$ cat config.mk
export PLATFORM = sky130hd
export DESIGN_NAME = fifoctrl_lvl_flat
export DESIGN_NICKNAME = d
export VERILOG_FILES = /design/src/rtl/fifoctrl_lvl_if.sv /design/src/rtl/fifoctrl_lvl.sv /design/src/flat_wrapper.sv
export SDC_FILE = /design/constraint.sdc
export NUM_CORES = 1
export LEC_CHECK = 0
export CORE_MARGIN = 3
export CORE_UTILIZATION = 25
export CTS_BUF_LIST = sky130_fd_sc_hd__clkbuf_4 sky130_fd_sc_hd__clkbuf_8
export CTS_CLUSTER_SIZE = 10
export DETAILED_ROUTE_END_ITERATION = 16
export PLACE_DENSITY = 0.53
export REMOVE_ABC_BUFFERS = 1
export SYNTH_ARGS = -nofsm -noshare
export SYNTH_HDL_FRONTEND = slang
export SYNTH_SLANG_ARGS = --single-unit
$ cat constraint.sdc
create_clock -name clk -period 3.3 [get_ports clk]
set_clock_uncertainty 0.05 [all_clocks]
set_input_delay 0.495 -clock clk [delete_from_list [all_inputs] [get_ports clk]]
set_output_delay 0.495 -clock clk [all_outputs]
set_load 0.01 [all_outputs]
$ cat src/rtl/fifoctrl_lvl_if.sv
// Request, status and RAM-port signals of the fifoctrl_lvl FIFO controller.
// The master side drives requests; the slave side is the controller.
interface fifoctrl_lvl_if #(
  parameter int ADDR = 4
);
  logic            flush;
  logic            fifowr;
  logic            fiford;
  logic            statclr;
  logic            fifofull;
  logic            notempty;
  logic            almostfull;
  logic            almostempty;
  logic [ADDR:0]   fifolen;
  logic [ADDR:0]   maxlen;
  logic            ovf;
  logic            udf;
  logic            mem_wr;
  logic [ADDR-1:0] mem_wa;
  logic            mem_rd;
  logic [ADDR-1:0] mem_ra;

  modport master (
    output flush, fifowr, fiford, statclr,
    input  fifofull, notempty, almostfull, almostempty, fifolen, maxlen,
           ovf, udf, mem_wr, mem_wa, mem_rd, mem_ra
  );

  modport slave (
    input  flush, fifowr, fiford, statclr,
    output fifofull, notempty, almostfull, almostempty, fifolen, maxlen,
           ovf, udf, mem_wr, mem_wa, mem_rd, mem_ra
  );
endinterface

$ cat src/rtl/fifoctrl_lvl.sv
// Synchronous FIFO controller for an external dual-port RAM: pointers, level,
// programmable almost-full/empty, flush, sticky ovf/udf and peak-level watermark.
module fifoctrl_lvl #(
  parameter int ADDR      = 4,
  parameter int AF_LVL    = 12,
  parameter int AE_LVL    = 3,
  parameter bit RDWR_FULL = 1'b0
) (
  input logic             clk,
  input logic             rst_n,
  fifoctrl_lvl_if.slave   bus
);

  localparam int            LW    = ADDR + 1;
  localparam logic [ADDR:0] DEPTH = LW'(2 ** ADDR);
  localparam logic [ADDR:0] AF_TH = LW'(AF_LVL);
  localparam logic [ADDR:0] AE_TH = LW'(AE_LVL);

  logic [ADDR-1:0] wr_ptr, rd_ptr;
  logic [ADDR:0]   len, maxlen_q;
  logic            ovf_q, udf_q;
  logic            full, wr_acc, rd_acc, ovf_set, udf_set;

  // NOTE: every signal written in always_comb gets a value on every path,
  // otherwise synthesis infers a latch.
  always_comb begin
    full    = (len == DEPTH);
    // Strobes are held low while reset is asserted so the RAM is never written
    // from stale pointer state.
    rd_acc  = rst_n & bus.fiford & (len != '0) & ~bus.flush;
    wr_acc  = rst_n & bus.fifowr & ~bus.flush & (~full | (RDWR_FULL & rd_acc));
    ovf_set = bus.fifowr & ~wr_acc & ~bus.flush;
    udf_set = bus.fiford & ~rd_acc & ~bus.flush;
  end

  always_comb begin
    bus.fifofull    = full;
    bus.notempty    = (len != '0);
    bus.almostfull  = (len >= AF_TH);
    bus.almostempty = (len <= AE_TH);
    bus.fifolen     = len;
    bus.maxlen      = maxlen_q;
    bus.ovf         = ovf_q;
    bus.udf         = udf_q;
    bus.mem_wr      = wr_acc;
    bus.mem_wa      = wr_ptr;
    bus.mem_rd      = rd_acc;
    bus.mem_ra      = rd_ptr;
  end

  // NOTE: sequential state uses non-blocking assignments so every register
  // samples the pre-edge values regardless of statement order.
  always_ff @(posedge clk) begin
    if (!rst_n) begin
      wr_ptr <= '0;
      rd_ptr <= '0;
      len    <= '0;
    end else if (bus.flush) begin
      wr_ptr <= '0;
      rd_ptr <= '0;
      len    <= '0;
    end else begin
      if (wr_acc) wr_ptr <= wr_ptr + 1'b1;
      if (rd_acc) rd_ptr <= rd_ptr + 1'b1;
      case ({wr_acc, rd_acc})
        2'b10:   len <= len + 1'b1;
        2'b01:   len <= len - 1'b1;
        default: len <= len;
      endcase
    end
  end

  // Statistics survive a flush; a set event in the same cycle as statclr wins.
  always_ff @(posedge clk) begin
    if (!rst_n) begin
      maxlen_q <= '0;
      ovf_q    <= 1'b0;
      udf_q    <= 1'b0;
    end else if (!bus.flush) begin
      ovf_q <= ovf_set | (ovf_q & ~bus.statclr);
      udf_q <= udf_set | (udf_q & ~bus.statclr);
      if (len > maxlen_q)
        maxlen_q <= len;
      else if (bus.statclr)
        maxlen_q <= '0;
    end
  end

endmodule

$ cat src/flat_wrapper.sv
// flat-port wrapper written by rule: the top's interface ports become plain ports
module fifoctrl_lvl_flat 
#(
  parameter int ADDR      = 4,
  parameter int AF_LVL    = 12,
  parameter int AE_LVL    = 3,
  parameter bit RDWR_FULL = 1'b0
)
  (clk, rst_n, bus_flush, bus_fifowr, bus_fiford, bus_statclr, bus_fifofull, bus_notempty, bus_almostfull, bus_almostempty, bus_fifolen, bus_maxlen, bus_ovf, bus_udf, bus_mem_wr, bus_mem_wa, bus_mem_rd, bus_mem_ra);
  fifoctrl_lvl_if #(.ADDR(ADDR)) bus_i ();
  input logic clk;
  input logic rst_n;
  input wire logic [$bits(bus_i.flush)-1:0] bus_flush;
  input wire logic [$bits(bus_i.fifowr)-1:0] bus_fifowr;
  input wire logic [$bits(bus_i.fiford)-1:0] bus_fiford;
  input wire logic [$bits(bus_i.statclr)-1:0] bus_statclr;
  output wire logic [$bits(bus_i.fifofull)-1:0] bus_fifofull;
  output wire logic [$bits(bus_i.notempty)-1:0] bus_notempty;
  output wire logic [$bits(bus_i.almostfull)-1:0] bus_almostfull;
  output wire logic [$bits(bus_i.almostempty)-1:0] bus_almostempty;
  output wire logic [$bits(bus_i.fifolen)-1:0] bus_fifolen;
  output wire logic [$bits(bus_i.maxlen)-1:0] bus_maxlen;
  output wire logic [$bits(bus_i.ovf)-1:0] bus_ovf;
  output wire logic [$bits(bus_i.udf)-1:0] bus_udf;
  output wire logic [$bits(bus_i.mem_wr)-1:0] bus_mem_wr;
  output wire logic [$bits(bus_i.mem_wa)-1:0] bus_mem_wa;
  output wire logic [$bits(bus_i.mem_rd)-1:0] bus_mem_rd;
  output wire logic [$bits(bus_i.mem_ra)-1:0] bus_mem_ra;
  assign bus_i.flush = bus_flush;
  assign bus_i.fifowr = bus_fifowr;
  assign bus_i.fiford = bus_fiford;
  assign bus_i.statclr = bus_statclr;
  assign bus_fifofull = bus_i.fifofull;
  assign bus_notempty = bus_i.notempty;
  assign bus_almostfull = bus_i.almostfull;
  assign bus_almostempty = bus_i.almostempty;
  assign bus_fifolen = bus_i.fifolen;
  assign bus_maxlen = bus_i.maxlen;
  assign bus_ovf = bus_i.ovf;
  assign bus_udf = bus_i.udf;
  assign bus_mem_wr = bus_i.mem_wr;
  assign bus_mem_wa = bus_i.mem_wa;
  assign bus_mem_rd = bus_i.mem_rd;
  assign bus_mem_ra = bus_i.mem_ra;
  fifoctrl_lvl #(.ADDR(ADDR), .AF_LVL(AF_LVL), .AE_LVL(AE_LVL), .RDWR_FULL(RDWR_FULL)) u_core (.clk(clk), .rst_n(rst_n), .bus(bus_i));
endmodule
==> flow_summary.json, run 1 <==
{
  "outcome": "finished clean",
  "drc": 0,
  "p_clk_frac": 0.360,
  "p_total_uw": 446.8,
  "drive_gt1_frac": 0.07738,
  "ctsLongestPathBuffers": 2,
  "dieArea_mm2": 0.005580,
  "synth_ff_type": "dfxtp_1",
  "critical_path.max_fanout": 6,
  "drt_iter0_drc": 36,
  "yosys.area_share.simple": 0.2185,
  "setup_tns_ns": 0,
  "cp_data_arrival_time_ns": 3.14,
  "cp_common_cell": "mux2i_1",
  "ys_warn_count": 0,
  "p_leak_nw": 0.6212,
  "p_per_area_mw_per_mm2": 278.8,
  "power.share.combinational": 0.090,
  "stdcell_count": 220,
  "relSlewSlack": 0.6420,
  "area_growth_pct": 35.84,
  "drv_cap": 0,
  "ctsResizeCount": 0,
  "routabilityCongestion": 0.8344,
  "synth_compound_area_frac": 0.1294,
  "n_antenna_cell": 0,
  "finalHoldViolCount": 0,
  "synth_adder_area_share": 0.1336,
  "vias": 1009,
  "rsz0062_at_grt": "false",
  "port_buffers": 31,
  "place_area_mm2": 0.001562,
  "worst_slew_pin_slew_ns": 0.5359,
  "cts_root_buf": "clkbuf_8",
  "netlist_instances": 135,
  "cts_setup_buffers": 0,
  "ys_seq_area_frac": 0.3393,
  "first_pass_iters": 4,
  "insertion_delay_ns": 0.26,
  "multi_input_area_um2": 710.7,
  "die_w_um": 74.70,
  "vdd_drop_max_mv": 0.1168,
  "initial_core_util": 0.2655,
  "synth_edf_count": 0,
  "cts.reportedPaths.clkPinSlew_ns": 0.08,
  "holdWs_ns": 0.4244,
  "finalSetupViolations": 0,
  "grt_pass1_vias": 1015,
  "drt_wl_total_um": 2891,
  "crit_chain": "or3_1 > o21ai_2 > or2_1 > ha_1 > inv_1 > fa_1 > nand2b_1 > a21oi_1 > mux2i_1 > mux2i_1",
  "p_seq_frac": 0.550,
  "antenna_found_initial": 0,
  "async_reset_ff_frac": 0,
  "hold_class": "flop to flop",
  "synth-seq-cells": 20,
  "end_kind": "flop",
  "fin_util": 0.3606,
  "overflow": 0,
  "fin_crit_sh": 0.9087,
  "fp.dieH_um": 74.70,
  "dp_slack_ns": 0.2412,
  "fillers": 465,
  "synth.area.mux_share": 0.07635,
  "grtUsageTotal": 0.1132,
  "wl_per_cell_um": 13.14,
  "grt_max_degree": 11,
  "synth_xor_xnor_area_share": 0.04454,
  "cts_max_level": 1,
  "synth_cell_type_count": 31,
  "vias_per_cell": 4.586,
  "layout.nets": 188,
  "p_sw_frac": 0.2301,
  "p_int_uw": 344.0,
  "cts_buffers": 3,
  "cts_num_sinks": 20,
  "min_period_ns": 2.999,
  "regArea_um2": 400.4,
  "synth_top_family_by_area": "simple AND/OR/NAND/NOR gates",
  "cts_tree": "yes",
  "dp_hpwl_um": 2286,
  "crit_slowest_cell": "or3_1",
  "final_cell_area_mm2": 0.001603,
  "antenna_left": 0,
  "core_mm2": 0.004444,
  "hold_buffers": 0,
  "num_io_pins": 32,
  "drv_slew": 0,
  "required_ns": 3.45,
  "fp-row-count": 24,
  "synth_area_mm2": 0.001180,
  "slowest_delay_ns": 0.54,
  "worst-setup-path-type": "flop to flop",
  "grt_pass1_wl_um": 4892,
  "p_switching_uw": 102.8,
  "dp.cells": 217,
  "synth.avg_cell_area_um2": 8.740,
  "max_freq_mhz": 333.5,
  "start_kind": "flop",
  "finalWorstSetupSlack_ns": 0.3013
}
[per-layer routing]
layer | vias up | share of wire | track usage
li1 | 533 | - | -
met5 | - | 0 | 0
met1 | 458 | 0.50 | 0.1555
met2 | 18 | 0.48 | 0.1805
met4 | 0 | 0 | 0.04348
met3 | 0 | 0.025 | 0.01469
[registers in the layout (all words and copies together), names as in the netlist]
signal              cells
u_core.bus.fifolen      5
u_core.bus.maxlen       5
u_core.bus.mem_ra       4
u_core.bus.mem_wa       4
u_core.bus.ovf          1
u_core.bus.udf          1
[layout by cell type (no fill, tap or decap), types with 2 or more instances in the layout]
| cell | netlist | routed |
|---|---|---|
| clkbuf_8 | 0 | 3 |
| a21o_1 | 2 | 2 |
| nand3_1 | 5 | 5 |
| or4_1 | 3 | 3 |
| clkdlybuf4s50_1 | 0 | 31 |
| nor2b_1 | 4 | 4 |
| nor2_1 | 17 | 17 |
| a21oi_1 | 5 | 5 |
| nand2_1 | 14 | 14 |
| mux2i_1 | 9 | 9 |
| dfxtp_1 | 20 | 20 |
| buf_4 | 0 | 5 |
| ha_1 | 11 | 11 |
| a32oi_1 | 2 | 2 |
| nand2b_1 | 4 | 4 |
| xor2_1 | 6 | 6 |
| o211ai_1 | 3 | 3 |
| inv_1 | 10 | 10 |
| nor3_1 | 2 | 2 |
[final timing paths]
path	cells past startpoint	slack, ns	endpoint	from
hold reg to reg	2	0.42	u_core.bus.maxlen[2]	u_core.bus.maxlen[2]
setup / recovery	10	0.30	u_core.bus.fifolen[4]	u_core.bus.fifolen[0]
hold / removal	2	0.42	u_core.bus.maxlen[2]	u_core.bus.maxlen[2]
setup reg to reg	10	0.30	u_core.bus.fifolen[4]	u_core.bus.fifolen[0]
[power groups by stage]
stage | registers [mW] | clock network (mW) | logic, mW
global placement | 0.251 | 0 | 0.0406
detailed placement | 0.251 | 0 | 0.0410
global route | 0.246 | 0.172 | 0.0448
finish | 0.246 | 0.161 | 0.0404
CTS | 0.246 | 0.168 | 0.0411
floorplan | 0.252 | 0 | 0.0179
[kinds of logic (layout without fill, tap and decap cells)]
logic type / count (synthesis) / in the layout
DFF: 20 / 20
muxes: 9 / 9
xor gates and xnor gates: 6 / 6
and+or+nand+nor: 54 / 54
buffers and inverters: 16 / 49
adders and majority gates: 12 / 12
AOI/OAI and AO/OA: 18 / 18
[layout make-up]
class	instances	share of cell area
Multi-Input combinational cell	99	0.4434
Inverter	10	0.02342
Clock buffer	3	0.02576
Sequential cell	20	0.2498
Timing Repair Buffer	36	0.2170
Tap cell	52	0.04059
[synth_stat cells (2+ instances only)]
cell type | count | area, um2
mux2i_1 | 9 | 90.09
nand2_1 | 14 | 52.55
inv_1 | 10 | 37.54
or4_1 | 3 | 22.52
nor2_1 | 17 | 63.81
nand2b_1 | 4 | 25.02
nor3_1 | 2 | 10.01
dfxtp_1 | 20 | 400.4
clkbuf_1 | 4 | 15.01
a32oi_1 | 2 | 17.52
ha_1 | 11 | 137.6
xor2_1 | 6 | 52.55
a21o_1 | 2 | 15.01
o211ai_1 | 3 | 22.52
a21oi_1 | 5 | 25.02
nor2b_1 | 4 | 25.02
nand3_1 | 5 | 25.02
[critical path, delay by kind of cell, from the launching register on]
kind                     cells  cell delay, ns
AND/OR/NAND/NOR              3            0.86
adder cells (fa/ha/maj)      2            0.66
AO/OA/AOI/OAI                2            0.47
multiplexers                 2            0.42
flip-flops                   1            0.38
buffers and inverters        1            0.10
(Power assumes the default switching activity.)
==> run 2: changes to the inputs <==
CTS_BUF_LIST = sky130_fd_sc_hd__clkbuf_2   (was sky130_fd_sc_hd__clkbuf_4 sky130_fd_sc_hd__clkbuf_8)
TNS_END_PERCENT = 50   (was not set)
==> run 2 against run 1 <==
Effect of this change: power shrank 13%; combinational power is essentially flat; final cell count is the same; clock power shrank 37%; routed wire length grew 0.14%; sequential share of layout area grew 0.42 points; largest power group unchanged; critical path depth is the same; non-clock buffer count is the same; critical endpoint unchanged; flip-flop and latch count is the same.
==> flow_summary.json, run 2 (synthesis gave the netlist of run 1 again) <==
{
  "n_antenna_cell": 0,
  "hold_path_depth": 2,
  "cp_data_arrival_time_ns": 3.26,
  "top_usage_layer": "met2",
  "slowest_delay_ns": 0.52,
  "place_area_mm2": 0.001562,
  "final_cell_area_mm2": 0.001577,
  "drt_iter0_drc": 30,
  "critPathTopFamily": "simple AND/OR/NAND/NOR gates",
  "p_total_uw": 388.4,
  "cts_tree": "yes",
  "endpoint": "u_core.bus.fifolen[4]",
  "grt_pass1_wl_um": 4871,
  "ctsLongestPathBuffers": 2,
  "num_io_pins": 32,
  "crit_start": "u_core.bus.fifolen[1]",
  "antenna_found_initial": 0,
  "dieArea_mm2": 0.005580,
  "cts.reportedPaths.clkPinSlew_ns": 0.20,
  "worst_slew_pin_slew_ns": 0.5264,
  "vias_per_cell": 4.650,
  "cts_max_level": 1,
  "grt_max_degree": 11,
  "fillers": 474,
  "p_leak_nw": 0.6121,
  "vias": 1023,
  "multi_input_area_um2": 710.7,
  "drt_wl_total_um": 2895,
  "layout.nets": 188,
  "finalHoldViolCount": 0,
  "r2r-end": "u_core.bus.fifolen[4]",
  "grt_pass1_vias": 1006,
  "drive_gt1_frac": 0.07738,
  "mostFrequentLayoutCells": "31 x clkdlybuf4s50_1, 20 x dfxtp_1, 17 x nor2_1",
  "end_kind": "flop",
  "relSlewSlack": 0.6483,
  "p_per_area_mw_per_mm2": 246.4,
  "setup_tns_ns": 0,
  "area_growth_pct": 33.62,
  "critical_path.max_fanout": 7,
  "insertion_delay_ns": 0.33,
  "cts_buffers": 3,
  "drv_cap": 0,
  "fp.dieH_um": 74.70,
  "crit_chain": "or3_1 > o21ai_2 > or2_1 > ha_1 > inv_1 > fa_1 > nand2b_1 > a21oi_1 > mux2i_1 > mux2i_1",
  "cts_setup_buffers": 0,
  "reg2reg_depth": 10,
  "port_buffers": 31,
  "core_mm2": 0.004444,
  "holdWs_ns": 0.4373,
  "overflow": 0,
  "first_pass_iters": 4,
  "crit_slowest_cell": "or3_1",
  "antenna_left": 0,
  "drc": 0,
  "min_period_ns": 3.026,
  "wl_per_cell_um": 13.16,
  "drv_slew": 0,
  "dp_hpwl_um": 2286,
  "rsz0062_at_grt": "false",
  "cts_root_buf": "clkbuf_2",
  "path_depth": 10,
  "initial_core_util": 0.2655,
  "fp-row-count": 24,
  "routabilityCongestion": 0.8344,
  "hold_class": "flop to flop",
  "regArea_um2": 400.4,
  "die_w_um": 74.70,
  "worst-setup-path-type": "flop to flop",
  "dp.cells": 217,
  "final_common_cell": "clkdlybuf4s50_1",
  "hold_buffers": 0,
  "stdcell_count": 220,
  "crit_buf_inv": 1,
  "grtUsageTotal": 0.1132,
  "use_met2": 0.1824,
  "outcome": "finished clean",
  "grt_use_met3": 0.01469,
  "cts_num_sinks": 20,
  "max_freq_mhz": 330.4,
  "cp_common_cell": "mux2i_1",
  "regToRegStartpoint": "u_core.bus.fifolen[1]",
  "ctsResizeCount": 0,
  "start_kind": "flop",
  "fin_crit_sh": 0.9171,
  "rrSetupSlack_ns": 0.27,
  "vdd_drop_max_mv": 0.08405,
  "required_ns": 3.53,
  "grtUsageMet1": 0.1514,
  "finalSetupViolations": 0
}
## run 2: report_power, final
| part | switching [mW] | internal (mW) | leakage [nW] | total, mW |
|---|---|---|---|---|
| combinational | 0.0211 | 0.0195 | 0.438 | 0.0405 |
| sequential | 0.00227 | 0.244 | 0.161 | 0.246 |
| clock | 0.0768 | 0.0248 | 0.0125 | 0.102 |
| total | 0.100 | 0.288 | 0.612 | 0.388 |
## run 2: worst register-to-register path, delay by kind of cell (launching register included)
family / cells / cell delay (ns)
AO/OA/AOI/OAI: 2 / 0.49
flip-flops: 1 / 0.43
multiplexers: 2 / 0.42
buffers and inverters: 1 / 0.10
adder cells (fa/ha/maj): 2 / 0.66
AND/OR/NAND/NOR: 3 / 0.85
## run 2: worst min path at each step
stage	start	endpoint	slack, ns
CTS	u_core.bus.maxlen[2]	u_core.bus.maxlen[2]	0.44
detailed placement	u_core.bus.maxlen[2]	u_core.bus.maxlen[2]	0.42
global placement	u_core.bus.maxlen[2]	u_core.bus.maxlen[2]	0.41
finish	u_core.bus.maxlen[2]	u_core.bus.maxlen[2]	0.44
global route	u_core.bus.maxlen[1]	u_core.bus.maxlen[1]	0.46
floorplan	u_core.bus.maxlen[1]	u_core.bus.maxlen[1]	0.44
## run 2: per-layer routing
| metal | wire length [um] | part of all wire |
|---|---|---|
| met5 | 0 | 0 |
| met1 | 1419 | 0.49 |
| met4 | 44 | 0.015 |
| met2 | 1339 | 0.46 |
| met3 | 91 | 0.031 |
## run 2: final cells by class
cell class	count	share of cell area
multi-input cells	99	0.4508
flip-flops and latches	20	0.2540
repair buffers	36	0.2206
well taps	52	0.04127
inverters	10	0.02381
clock buffers	3	0.009524
## run 2: per-stage QoR
step           utilization  setup WS (ns)
5_1_grt             0.3547        0.06610
6_report            0.3547         0.2735
3_5_place_dp        0.3514         0.2412
2_1_floorplan            -         0.5528
4_1_cts             0.3547         0.2745
3_3_place_gp        0.3514         0.3382
==> patch 1: new RTL, flow settings as in run 1 <==
`RDWR_FULL` is set to 1'b0 in 2 places; all go to 1'b1.
--- a/src/rtl/fifoctrl_lvl.sv
+++ b/src/rtl/fifoctrl_lvl.sv
@@ -4,7 +4,7 @@
   parameter int ADDR      = 4,
   parameter int AF_LVL    = 12,
   parameter int AE_LVL    = 3,
-  parameter bit RDWR_FULL = 1'b0
+  parameter bit RDWR_FULL = 1'b1
 ) (
   input logic             clk,
   input logic             rst_n,
--- a/src/flat_wrapper.sv
+++ b/src/flat_wrapper.sv
@@ -4,7 +4,7 @@
   parameter int ADDR      = 4,
   parameter int AF_LVL    = 12,
   parameter int AE_LVL    = 3,
-  parameter bit RDWR_FULL = 1'b0
+  parameter bit RDWR_FULL = 1'b1
 )
   (clk, rst_n, bus_flush, bus_fifowr, bus_fiford, bus_statclr, bus_fifofull, bus_notempty, bus_almostfull, bus_almostempty, bus_fifolen, bus_maxlen, bus_ovf, bus_udf, bus_mem_wr, bus_mem_wa, bus_mem_rd, bus_mem_ra);
   fifoctrl_lvl_if #(.ADDR(ADDR)) bus_i ();
Formal check against the unedited RTL: same outputs for any inputs over 10 cycles, from zero or initial values and one cycle with rst_n low; that may be too few to reach the edited logic, so the function may still have changed.
==> patch 1 against run 1 <==
Non-clock buffer count is 5 higher. Worst setup slack gained 0.15 ns. Sequential cell count did not move. Critical endpoint unchanged. Global-route usage is 0.33 points higher. Synthesized cell count is 6.7% higher. Cell area up 9.7%. Power increased by 24%. Highest routed layer is now met4. Synthesized area increased by 5.2%. Wire length is 10% higher.
==> patch 1: results (changes against run 1) <==
dr.first_iter.drc_count: 57  # +58%
synth_compound_area_share_pct: 17.3  # +4.4 points
ys_types: 40  # +29%
drive_gt1_share_pct: 9.84  # +2.1 points
slew_headroom_pct: 54.0  # -10 points
reg2reg_depth: 9  # -1
grt_pass1_vias: 1162  # +14%
h-tree-depth: 1  # unchanged
grt_first_pass_wirelength_um: 5550  # +13%
muxShareOfSynthArea_pct: 8.97  # +1.3 points
stdcell_count: 250  # +14%
synth-xor-area-share_pct: 3.53  # -0.93 points
dp.final_hpwl_um: 2400  # +5.0%
reg2reg_setup_slack_ns: 0.50  # +0.20 ns
synthAdderAreaFrac_pct: 11.7  # -1.7 points
cp-startpoint: "rst_n"
run_status: "completed"
power.internal_uw: 433  # +26%
arrival_ns: 2.97  # -0.17 ns
synthTopCellsByCount: "dfxtp_1, nand2_1, inv_1"
syn_area_per_cell_sq_um: 8.62  # -1.4%
p_leak_nw: 0.729  # +17%
yosysSeqAreaShare_pct: 32.3  # -1.7 points
grt_max_degree: 16  # +5
r2r-start: "u_core.bus.fifolen[2]"
wl_um: 3180  # +10%
synth_top_area_share_pct: 32.3  # -1.7 points
synth_area_leaders: "dfxtp_1, ha_1, mux2i_1"
num_vias: 1149  # +14%
nNetsFinal: 201  # +6.9%
gp_congestion: 0.769  # -7.9%
peakVddDrop_mv: 0.154  # +32%
cp_max_fo: 2  # -4
cts_resized: 0  # unchanged
grt_usage_pct: 11.6  # +0.33 points
-- patch 1: cell count changes after synthesis, sizes merged, moves of 3 or more --
cell,before,now
xor2,6,3
nand3,5,9
nand2,14,17
nor2,17,8
nor2b,4,1
-- patch 1: worst min-delay path by stage --
stage,cells after the start,from,endpoint,slack (ns)
floorplan,1,u_core.bus.mem_wa[3],u_core.bus.mem_wa[3],0.43
global placement,1,u_core.bus.mem_wa[3],u_core.bus.mem_wa[3],0.40
detailed placement,1,u_core.bus.mem_wa[3],u_core.bus.mem_wa[3],0.41
CTS,1,u_core.bus.mem_wa[3],u_core.bus.mem_wa[3],0.42
global route,1,u_core.bus.mem_wa[3],u_core.bus.mem_wa[3],0.44
finish,1,u_core.bus.mem_wa[3],u_core.bus.mem_wa[3],0.41
-- patch 1: power by group through the flow --
| stage | Combinational (mW) | Sequential [mW] | Clock [mW] |
|---|---|---|---|
| detailed placement | 0.0588 | 0.252 | 0 |
| CTS | 0.0591 | 0.246 | 0.260 |
| finish | 0.0589 | 0.246 | 0.249 |
| floorplan | 0.0254 | 0.252 | 0 |
| global route | 0.0646 | 0.247 | 0.267 |
| global placement | 0.0593 | 0.252 | 0 |
-- patch 1: critical path, cell delays in order --
cell             delay, ns
clkdlybuf4s50_1       0.47
nor2b_1               0.30
o211ai_4              0.12
or2_1                 0.25
fa_1                  0.40
nand2b_1              0.16
a21oi_1               0.17
mux2_2                0.35
a221oi_1              0.25
-- patch 1: cells by family after synthesis --
kind of cell | count (synthesis)
AOI/OAI and AO/OA | 28
adders and majority gates | 11
xor gates and xnor gates | 5
buffers and inverters | 18
and+or+nand+nor | 51
muxes | 11
DFF | 20
-- patch 1: per-stage QoR --
| step | area (sq um) | worst slack [ns] |
|---|---|---|
| CTS | 1760 | 0.445 |
| global placement | 1690 | 0.190 |
| floorplan | 1220 | 0.360 |
| global route | 1760 | 0.320 |
| finish | 1760 | 0.453 |
| detailed placement | 1690 | 0.168 |
-- patch 1: final cells by class --
type	count	area, sq um
repair buffers	41	385
inverters	12	45.0
multi-input cells	106	772
clock buffers	3	41.3
flip-flops and latches	20	400
well taps	67	83.8
fillers	527	3000
clock inverters	1	30.0
-- patch 1: per-layer routing --
metal  vias to the layer above  wire [um]  track usage [%]  share of wire [%]
li1                        591          -                -                  -
met1                       534       1550             14.7                 49
met2                        20       1440             18.9                 45
met3                         4        141             3.19                4.4
met4                         0         49             4.35                1.5
met5                         -          0                0                  0
==> patch 2: new RTL, settings of run 1 <==
Made on the original files. Make the reset (`rst_n`) asynchronous in 2 clocked blocks.
--- a/src/rtl/fifoctrl_lvl.sv
+++ b/src/rtl/fifoctrl_lvl.sv
@@ -50,7 +50,7 @@
 
   // NOTE: sequential state uses non-blocking assignments so every register
   // samples the pre-edge values regardless of statement order.
-  always_ff @(posedge clk) begin
+  always_ff @(posedge clk or negedge rst_n) begin
     if (!rst_n) begin
       wr_ptr <= '0;
       rd_ptr <= '0;
@@ -71,7 +71,7 @@
   end
 
   // Statistics survive a flush; a set event in the same cycle as statclr wins.
-  always_ff @(posedge clk) begin
+  always_ff @(posedge clk or negedge rst_n) begin
     if (!rst_n) begin
       maxlen_q <= '0;
       ovf_q    <= 1'b0;
Check against the original RTL: differs if rst_n is asserted again (counterexample within 4 cycles, from zero or initial values and one cycle with rst_n low); with rst_n held inactive, the same outputs for 10 cycles.
==> patch 2 against run 1 <==
Synthesized area rose by 9.2%. Critical path type unchanged. Count of clock-buffer cells in the layout did not move. Worst setup slack improved by 0.15 ns. Cell area rose by 12%. Sequential cell count did not move. Wire length rose by 19%. Non-clock buffer count rose by 2. Global-route usage rose by 0.45 points. Synthesized cell count fell by 1.5%. Critical path depth fell by 1.
Power is not compared: it rests on default switching activity, and its combinational part moved more than twofold at a synthesized area within 25%.
==> patch 2: results (changes against run 1) <==
run_status: "completed"
m1WireLength_um: 1680  # +17%
wl_per_cell_um: 14.3  # +8.7%
reg2reg_setup_slack_ns: 0.45  # +0.15 ns
grt_usage_pct: 11.8  # +0.45 points
wl_um: 3430  # +19%
place_area_sq_um: 1730  # +11%
wl_met3_um: 181  # +150%
worst_slew_pin_slew_ns: 0.678  # +0.142 ns
holdPathStages: 1  # -1
met1_usage_pct: 16.2  # +0.63 points
holdWs_ns: 0.444  # +0.0200 ns
cp-startpoint: "u_core.bus.fifolen[1]"
use_met3_pct: 2.78  # +1.3 points
pre_cts_slack_ns: 0.193  # -0.0477 ns
yosysSeqAreaShare_pct: 38.8  # +4.9 points
grt_pass1_vias: 1171  # +15%
holdPathEnd: "u_core.bus.udf"
crit_family: "compound AO/OA/AOI/OAI gates"
dp.final_hpwl_um: 2560  # +12%
ys_types: 39  # +26%
timing.final.crit_period_ns: 2.85  # -0.149 ns
top_layer_used: "met4"
nNetsFinal: 191  # +1.6%
wl_met2_um: 1530  # +11%
total_power_uw: 706
drive_gt1_share_pct: 14.5  # +6.7 points
gp_congestion: 0.795  # -4.7%
viasPerCell: 4.82  # +5.0%
-- patch 2: cell count changes in the layout (fill, tap and decap cells not counted), sizes merged, moves of 3 or more --
cell / change
dfrtp: +20
dfxtp: -20
nor2: -9
a21oi: +4
nand2b: -4
o21ai: +4
inv: +3
nand3: -3
xor2: -3
-- patch 2: cells by family (layout without fill, tap and decap cells) --
kind of cell,after synthesis,after routing,synth area share [%]
and+or+nand+nor,42,42,17.3
AOI/OAI and AO/OA,32,32,18.4
DFF,20,20,38.8
buffers and inverters,15,55,4.47
adders and majority gates,11,11,11.3
muxes,8,8,6.31
xor gates and xnor gates,5,5,3.40
-- patch 2: area by class of cell --
cell class / instances / area, sq um
tap: 67 / 83.8
clock buffer: 3 / 41.3
sequential: 20 / 500
fill: 508 / 3050
timing repair buffer: 38 / 363
clock inverter: 1 / 30.0
multi-input combinational: 98 / 731
inverter: 13 / 48.8
